## src/rtl/audio_dac_serializer_if.sv

```systemverilog
// Sample-write handshake between the sample-processing logic and the DAC serializer.
// The producer drives write and the sample pair; the serializer returns write_ready.
interface audio_dac_serializer_if #(
  parameter int DATA_WIDTH = 24
);
  logic                  write;
  logic                  write_ready;
  logic [DATA_WIDTH-1:0] writedata_left;
  logic [DATA_WIDTH-1:0] writedata_right;

  modport master (
    output write,
    output writedata_left,
    output writedata_right,
    input  write_ready
  );

  modport slave (
    input  write,
    input  writedata_left,
    input  writedata_right,
    output write_ready
  );
endinterface

```

## src/rtl/audio_dac_serializer.sv

```systemverilog
// Buffers stereo sample pairs and shifts them out left-justified to a WM8731 DAC,
// timed by the codec-mastered BCLK/DACLRCK, which are sampled in the CLOCK_50 domain.
module audio_dac_serializer #(
  parameter int DATA_WIDTH = 24,
  parameter int FIFO_DEPTH = 8,
  parameter int UNDERRUN_W = 16
) (
  input  logic                          CLOCK_50,
  input  logic                          reset,
  audio_dac_serializer_if.slave         bus,
  input  logic                          AUD_BCLK,
  input  logic                          AUD_DACLRCK,
  output logic                          AUD_DACDAT,
  output logic [$clog2(FIFO_DEPTH):0]   fifo_level,
  output logic [UNDERRUN_W-1:0]         underrun_count
);

  localparam int PTR_W  = $clog2(FIFO_DEPTH);
  localparam int LVL_W  = PTR_W + 1;
  localparam int PAIR_W = 2 * DATA_WIDTH;

  logic [1:0] bclkSync_q;
  logic       bclkPrev_q;
  logic [1:0] lrckSync_q;
  logic       lrckPrev_q;
  logic [1:0] armCnt_q, armCnt_d;
  logic       armed;
  logic       bclkFall, lrckRise, lrckFall;

  logic [PAIR_W-1:0]     mem_q [FIFO_DEPTH];
  logic [PTR_W-1:0]      wrPtr_q, wrPtr_d;
  logic [PTR_W-1:0]      rdPtr_q, rdPtr_d;
  logic [LVL_W-1:0]      level_q, level_d;
  logic [UNDERRUN_W-1:0] underrun_q, underrun_d;
  logic [DATA_WIDTH-1:0] shift_q, shift_d;
  logic [DATA_WIDTH-1:0] held_q, held_d;
  logic                  dacdat_q;
  logic [PAIR_W-1:0]     readPair;
  logic                  full, empty, push, pop, underrun;

  // Edges are ignored until the synchronizers have refilled after reset,
  // otherwise a pin already high at release would look like a rising edge.
  assign armed    = (armCnt_q == 2'd3);
  assign armCnt_d = armed ? armCnt_q : armCnt_q + 2'd1;

  always_ff @(posedge CLOCK_50) begin
    if (reset) begin
      bclkSync_q <= '0;
      bclkPrev_q <= 1'b0;
      lrckSync_q <= '0;
      lrckPrev_q <= 1'b0;
      armCnt_q   <= '0;
    end else begin
      bclkSync_q <= {bclkSync_q[0], AUD_BCLK};
      bclkPrev_q <= bclkSync_q[1];
      lrckSync_q <= {lrckSync_q[0], AUD_DACLRCK};
      lrckPrev_q <= lrckSync_q[1];
      armCnt_q   <= armCnt_d;
    end
  end

  assign bclkFall = armed &  bclkPrev_q & ~bclkSync_q[1];
  assign lrckRise = armed & ~lrckPrev_q &  lrckSync_q[1];
  assign lrckFall = armed &  lrckPrev_q & ~lrckSync_q[1];

  assign full     = (level_q == LVL_W'(FIFO_DEPTH));
  assign empty    = (level_q == '0);
  assign push     = bus.write & ~full;
  assign pop      = lrckRise & ~empty;
  assign underrun = lrckRise & empty;
  assign readPair = mem_q[rdPtr_q];

  always_ff @(posedge CLOCK_50) begin
    if (push) begin
      mem_q[wrPtr_q] <= {bus.writedata_left, bus.writedata_right};
    end
  end

  always_comb begin
    wrPtr_d    = wrPtr_q;
    rdPtr_d    = rdPtr_q;
    level_d    = level_q;
    underrun_d = underrun_q;
    if (push) begin
      wrPtr_d = wrPtr_q + PTR_W'(1);
    end
    if (pop) begin
      rdPtr_d = rdPtr_q + PTR_W'(1);
    end
    case ({push, pop})
      2'b10:   level_d = level_q + LVL_W'(1);
      2'b01:   level_d = level_q - LVL_W'(1);
      default: level_d = level_q;
    endcase
    if (underrun && !(&underrun_q)) begin
      underrun_d = underrun_q + UNDERRUN_W'(1);
    end
  end

  // A frame-clock load takes priority over a coincident BCLK shift so the MSB
  // is presented in the first bit slot of each half-frame.
  always_comb begin
    shift_d = shift_q;
    held_d  = held_q;
    if (lrckRise) begin
      if (empty) begin
        shift_d = '0;
        held_d  = '0;
      end else begin
        shift_d = readPair[PAIR_W-1:DATA_WIDTH];
        held_d  = readPair[DATA_WIDTH-1:0];
      end
    end else if (lrckFall) begin
      shift_d = held_q;
    end else if (bclkFall) begin
      shift_d = {shift_q[DATA_WIDTH-2:0], 1'b0};
    end
  end

  always_ff @(posedge CLOCK_50) begin
    if (reset) begin
      wrPtr_q    <= '0;
      rdPtr_q    <= '0;
      level_q    <= '0;
      underrun_q <= '0;
      shift_q    <= '0;
      held_q     <= '0;
      dacdat_q   <= 1'b0;
    end else begin
      wrPtr_q    <= wrPtr_d;
      rdPtr_q    <= rdPtr_d;
      level_q    <= level_d;
      underrun_q <= underrun_d;
      shift_q    <= shift_d;
      held_q     <= held_d;
      dacdat_q   <= shift_q[DATA_WIDTH-1];
    end
  end

  assign bus.write_ready = ~full;
  assign AUD_DACDAT      = dacdat_q;
  assign fifo_level      = level_q;
  assign underrun_count  = underrun_q;

endmodule

```

## src/flat_wrapper.sv

```systemverilog
// flat-port wrapper written by rule: the top's interface ports become plain ports
module audio_dac_serializer_flat 
#(
  parameter int DATA_WIDTH = 24,
  parameter int FIFO_DEPTH = 8,
  parameter int UNDERRUN_W = 16
)
  (CLOCK_50, reset, AUD_BCLK, AUD_DACLRCK, AUD_DACDAT, fifo_level, underrun_count, bus_write, bus_writedata_left, bus_writedata_right, bus_write_ready);
  audio_dac_serializer_if #(.DATA_WIDTH(DATA_WIDTH)) bus_i ();
  input  logic CLOCK_50;
  input  logic reset;
  input  logic AUD_BCLK;
  input  logic AUD_DACLRCK;
  output logic AUD_DACDAT;
  output logic [$clog2(FIFO_DEPTH):0] fifo_level;
  output logic [UNDERRUN_W-1:0] underrun_count;
  input wire logic [$bits(bus_i.write)-1:0] bus_write;
  input wire logic [$bits(bus_i.writedata_left)-1:0] bus_writedata_left;
  input wire logic [$bits(bus_i.writedata_right)-1:0] bus_writedata_right;
  output wire logic [$bits(bus_i.write_ready)-1:0] bus_write_ready;
  assign bus_i.write = bus_write;
  assign bus_i.writedata_left = bus_writedata_left;
  assign bus_i.writedata_right = bus_writedata_right;
  assign bus_write_ready = bus_i.write_ready;
  audio_dac_serializer #(.DATA_WIDTH(DATA_WIDTH), .FIFO_DEPTH(FIFO_DEPTH), .UNDERRUN_W(UNDERRUN_W)) u_core (.CLOCK_50(CLOCK_50), .reset(reset), .bus(bus_i), .AUD_BCLK(AUD_BCLK), .AUD_DACLRCK(AUD_DACLRCK), .AUD_DACDAT(AUD_DACDAT), .fifo_level(fifo_level), .underrun_count(underrun_count));
endmodule
```

## config.mk

```make
export PLATFORM = sky130hd
export DESIGN_NAME = audio_dac_serializer_flat
export DESIGN_NICKNAME = d
export VERILOG_FILES = /design/src/rtl/audio_dac_serializer_if.sv /design/src/rtl/audio_dac_serializer.sv /design/src/flat_wrapper.sv
export SDC_FILE = /design/constraint.sdc
export NUM_CORES = 1
export LEC_CHECK = 0
export ABC_AREA = 1
export ABC_CLOCK_PERIOD_IN_PS = 5250
export CORE_ASPECT_RATIO = 1.75
export CORE_MARGIN = 2
export CORE_UTILIZATION = 40
export DETAILED_ROUTE_END_ITERATION = 12
export SYNTH_ARGS = -nofsm -noshare
export SYNTH_HDL_FRONTEND = slang
export SYNTH_SLANG_ARGS = --single-unit
```

## constraint.sdc

```tcl
create_clock -name CLOCK_50 -period 5.25 [get_ports CLOCK_50]
set_input_delay 1.05 -clock CLOCK_50 [delete_from_list [all_inputs] [get_ports CLOCK_50]]
set_output_delay 1.05 -clock CLOCK_50 [all_outputs]
set_load 0.1 [all_outputs]
```

==> impl_summary.md <==
Timing
Dividing the final minimum period by the clock period gives 0.6450. The total setup violations reported at the end of the flow is 0. The slew at the pin closest to its max-slew limit is 1.168 ns.

The final number of max-transition violations is 0. Setup total negative slack on the finished layout was measured at 0 ns. The maximum frequency from static timing analysis is 295.3 MHz.

Setup repair after global routing left no endpoint under its margin. Across the routed clock network, the largest skew measured is 0.02953 ns. The worst max-slew margin expressed relative to the limit is 0.2204. Subtracting the final worst setup slack from the clock period gives 3.386 ns. The final hold violation count came to 0.

Setup path
The worst register-to-register path ends at u_core.fifo_level[2]. The worst register-to-register path has a setup slack of 2.21 ns. The worst-case reg-to-reg path depth is 17. Of all nets on the critical path, the largest fanout is 7. The worst setup path is captured at an output pin. The arrival time of data at the critical path endpoint is 2.34 ns. For the worst setup path, the data required time is 4.20 ns. The worst setup path is launched from a register. The beginning of the worst register-to-register path is u_core.armCnt_q[0]. The critical path is of the register to output pin type.

Logic synthesis
The top flip-flop cell by instance count after synthesis is sky130_fd_sc_hd__edfxtp_1. The synthesized net count is 1,763. The average instance in the mapped netlist occupies 11.06 sq um. After synthesis, the netlist uses 27 different library cells. The warning count from the yosys run is 0.

After synthesis the cells add up to 18,840 sq um. Counting flops with an async set or reset pin after synthesis yields a share of 0. The synthesized design contains 384 enable-type register cells.

Synthesis inferred 470 register bits. The share of the Yosys chip area taken by registers is 0.7033. Synthesis produced a netlist whose cell count is 1,703.

Clock network
After clock tree synthesis, the flow added hold-fix buffers numbering 0. The post-CTS repair timing setup buffer count is 0. The clock tree buffer depth is 3. After clock tree synthesis, the clock-pin slew on the worst setup and hold paths is 0.06 ns. The H-tree generated during clock tree synthesis spans 2 levels. The number of buffers added by the clock tree synthesis step is 42. After clock tree synthesis, the repair step resized 0 gates. TritonCTS built the clock tree. For the worst-skew pair, the clock arrives at the later sink with an insertion delay of 0.56 ns. The tree is rooted in a sky130_fd_sc_hd__clkbuf_16. The number of clock sinks is 470.

Floorplanning
The floorplan step defined a core boundary enclosing 46,770 sq um. The die covers 48,930 sq um. The die span in y is 291.1 um. From left edge to right edge, the die measures 168.1 um. For this configuration, the core starts out at a cell density of 0.4029. In this run the core area contains 105 standard-cell rows. During I/O placement, the number of pins put on the boundary was 75.

Drt
The detailed-routed wire length on met2 is 24,960 um. The final layout contains routed wiring with a total length of 46,840 um. The highest signal layer in the routed design is met5.

Detailed routing inserted a total of 12,630 vias. For this run, the detailed router's first-pass iteration total came to 5. Summed over all nets, wire length on met3 after detailed routing comes to 1778 um. The detailed router put a total of 18,320 um of wire on met1. The first routing iteration left 1,220 violations. Once detail routing completed, the nets flagged for antenna violations numbered 0.

Dividing the detail-routed wire length by the instance count gives 19.83 um. Using the TritonRoute via totals, the vias-per-cell ratio works out to 5.345. The DRC violations left is 0.

Power
In this run the static leakage power is 7.171 nW. VDD sags by at most 205.3 uV. The areal power density over the cells is 355.7 nW/um^2.

Run status
The run finished with clean final reports.

Layout
The number of nets in the final layout is 1,801. In the final layout, the share of cells above drive strength 1 is 0.06990. Relative to the synthesized area, the layout overhead comes to 14.39%.

For this run, the share of the core covered by cells in the final layout is 0.4609. The number of antenna diodes in the final layout is 0.

Place
During placement, the flow inserted port buffers numbering 74. Detailed placement finished with a half-perimeter wire length of 27,630 um. The routability congestion estimate from global placement is 0.8231.

Job
The max-cap check violation count is 0.

Global routing
The number of global-route vias before repair came to 12,470. The total congestion overflow is 0. In the global route stage, overall resource usage came out at 0.1907.

The first global-routing pass estimated 71,920 um of wire. The number of antenna violations at the first check in global routing came to 1. Entering global routing, the biggest net connects 136 pins.

Worst hold path
The path with the worst hold slack has its endpoint at u_core.lrckSync_q[1]. The class of the tightest hold or removal check is register to register. The worst hold path cell count is 2.

The startpoint identified for the worst hold timing path is u_core.lrckSync_q[0].
## kinds of logic after synthesis
family | synth area share
buffers and inverters | 0.03380
AND/OR/NAND/NOR | 0.1639
XOR/XNOR | 0.003254
adder cells (fa/ha/maj) | 0.004648
AO/OA/AOI/OAI | 0.09110
flip-flops | 0.7033
## cells in the mapped netlist, types with 9 or more instances
library cell | n | area [sq um]
sky130_fd_sc_hd__o21ai_0 | 193 | 965.9
sky130_fd_sc_hd__o21ai_1 | 33 | 165.2
sky130_fd_sc_hd__nand2_1 | 126 | 473.0
sky130_fd_sc_hd__edfxtp_1 | 384 | 11530
sky130_fd_sc_hd__a21oi_2 | 9 | 78.83
sky130_fd_sc_hd__clkbuf_1 | 42 | 157.7
sky130_fd_sc_hd__nand4_1 | 9 | 56.30
sky130_fd_sc_hd__dfxtp_1 | 86 | 1722
sky130_fd_sc_hd__nor2_1 | 444 | 1667
sky130_fd_sc_hd__o211ai_1 | 22 | 165.2
sky130_fd_sc_hd__inv_1 | 36 | 135.1
sky130_fd_sc_hd__a21oi_1 | 65 | 325.3
sky130_fd_sc_hd__buf_2 | 47 | 235.2
sky130_fd_sc_hd__nand3_1 | 160 | 800.8
## where the power goes
| part | internal (W) | total [W] | switching, W |
|---|---|---|---|
| combinational | 0.0000947 | 0.000320 | 0.000225 |
| sequential | 0.00412 | 0.00414 | 0.0000276 |
| clock | 0.00185 | 0.00320 | 0.00135 |
| total | 0.00606 | 0.00767 | 0.00161 |
## critical path, stage by stage (launching register included)
cell and delay (ns):
sky130_fd_sc_hd__dfxtp_1 0.44, sky130_fd_sc_hd__nor2_1 0.10, sky130_fd_sc_hd__nand3_1 0.10, sky130_fd_sc_hd__clkdlybuf4s50_1 1.14
## sequential cells by signal (all words and copies together), names as in the netlist, named ones only
signal and flops:
u_core.mem_q 384, u_core.held_q 24, u_core.shift_q 24, u_core.underrun_count 16, u_core.fifo_level 4, u_core.rdPtr_q 3
u_core.wrPtr_q 3, u_core.armCnt_q 2, u_core.bclkSync_q 2, u_core.lrckSync_q 2, u_core.AUD_DACDAT 1, u_core.bclkPrev_q 1
u_core.lrckPrev_q 1
## metrics by stage
step                      instances  total power [W]  area [sq um]  setup slack, ns  hold slack [ns]
after CTS                      2362         0.007745         21550            1.828           0.4185
after global placement         2285         0.004538         20120            1.570           0.4099
after floorplan                1703         0.004388         18840           0.1739           0.3883
after global routing           2362         0.007900         21550            1.773           0.4278
after detailed placement       2285         0.004549         20120            1.572           0.4055
final                          2362         0.007668         21550            1.864           0.4154
## per-layer routing
metal	up-vias	track usage
met3	93	0.02080
li1	6023	-
met4	2	0.07906
met1	6188	0.2223
met2	319	0.3539
met5	-	0
## cell usage in the layout (no fill, tap or decap), drive strengths merged
master / instances
xnor2: 3
clkinv: 13
nand2: 131
dfxtp: 86
a21oi: 74
ha: 7
clkdlybuf4s50: 73
o21ai: 227
nor3: 2
clkinvlp: 3
nand3: 161
clkbuf: 54
nor2: 448
bufinv: 6
nand4: 9
xor2: 4
edfxtp: 384
o211ai: 22
buf: 24
inv: 43
## layout make-up
type / count / area [sq um]
timing repair buffer: 97 / 945.9
tap: 588 / 735.7
clock buffer: 54 / 1147
clock inverter: 23 / 290.3
inverter: 42 / 160.2
sequential: 470 / 13260
fill: 4282 / 25220
multi-input combinational: 1088 / 5014
## worst max path at each step
stage | start | endpoint | slack (ns) | cells after the start
floorplan | u_core.fifo_level[2] | u_core.mem_q[0][0] | 0.17 | 6
global placement | bus_write | u_core.mem_q[6][3] | 1.57 | 6
detailed placement | bus_write | u_core.mem_q[6][2] | 1.57 | 6
CTS | u_core.fifo_level[0] | bus_write_ready | 1.83 | 3
global route | u_core.fifo_level[0] | bus_write_ready | 1.77 | 3
finish | u_core.fifo_level[0] | bus_write_ready | 1.86 | 3
No activity file was read; power rests on OpenSTA's default activity.
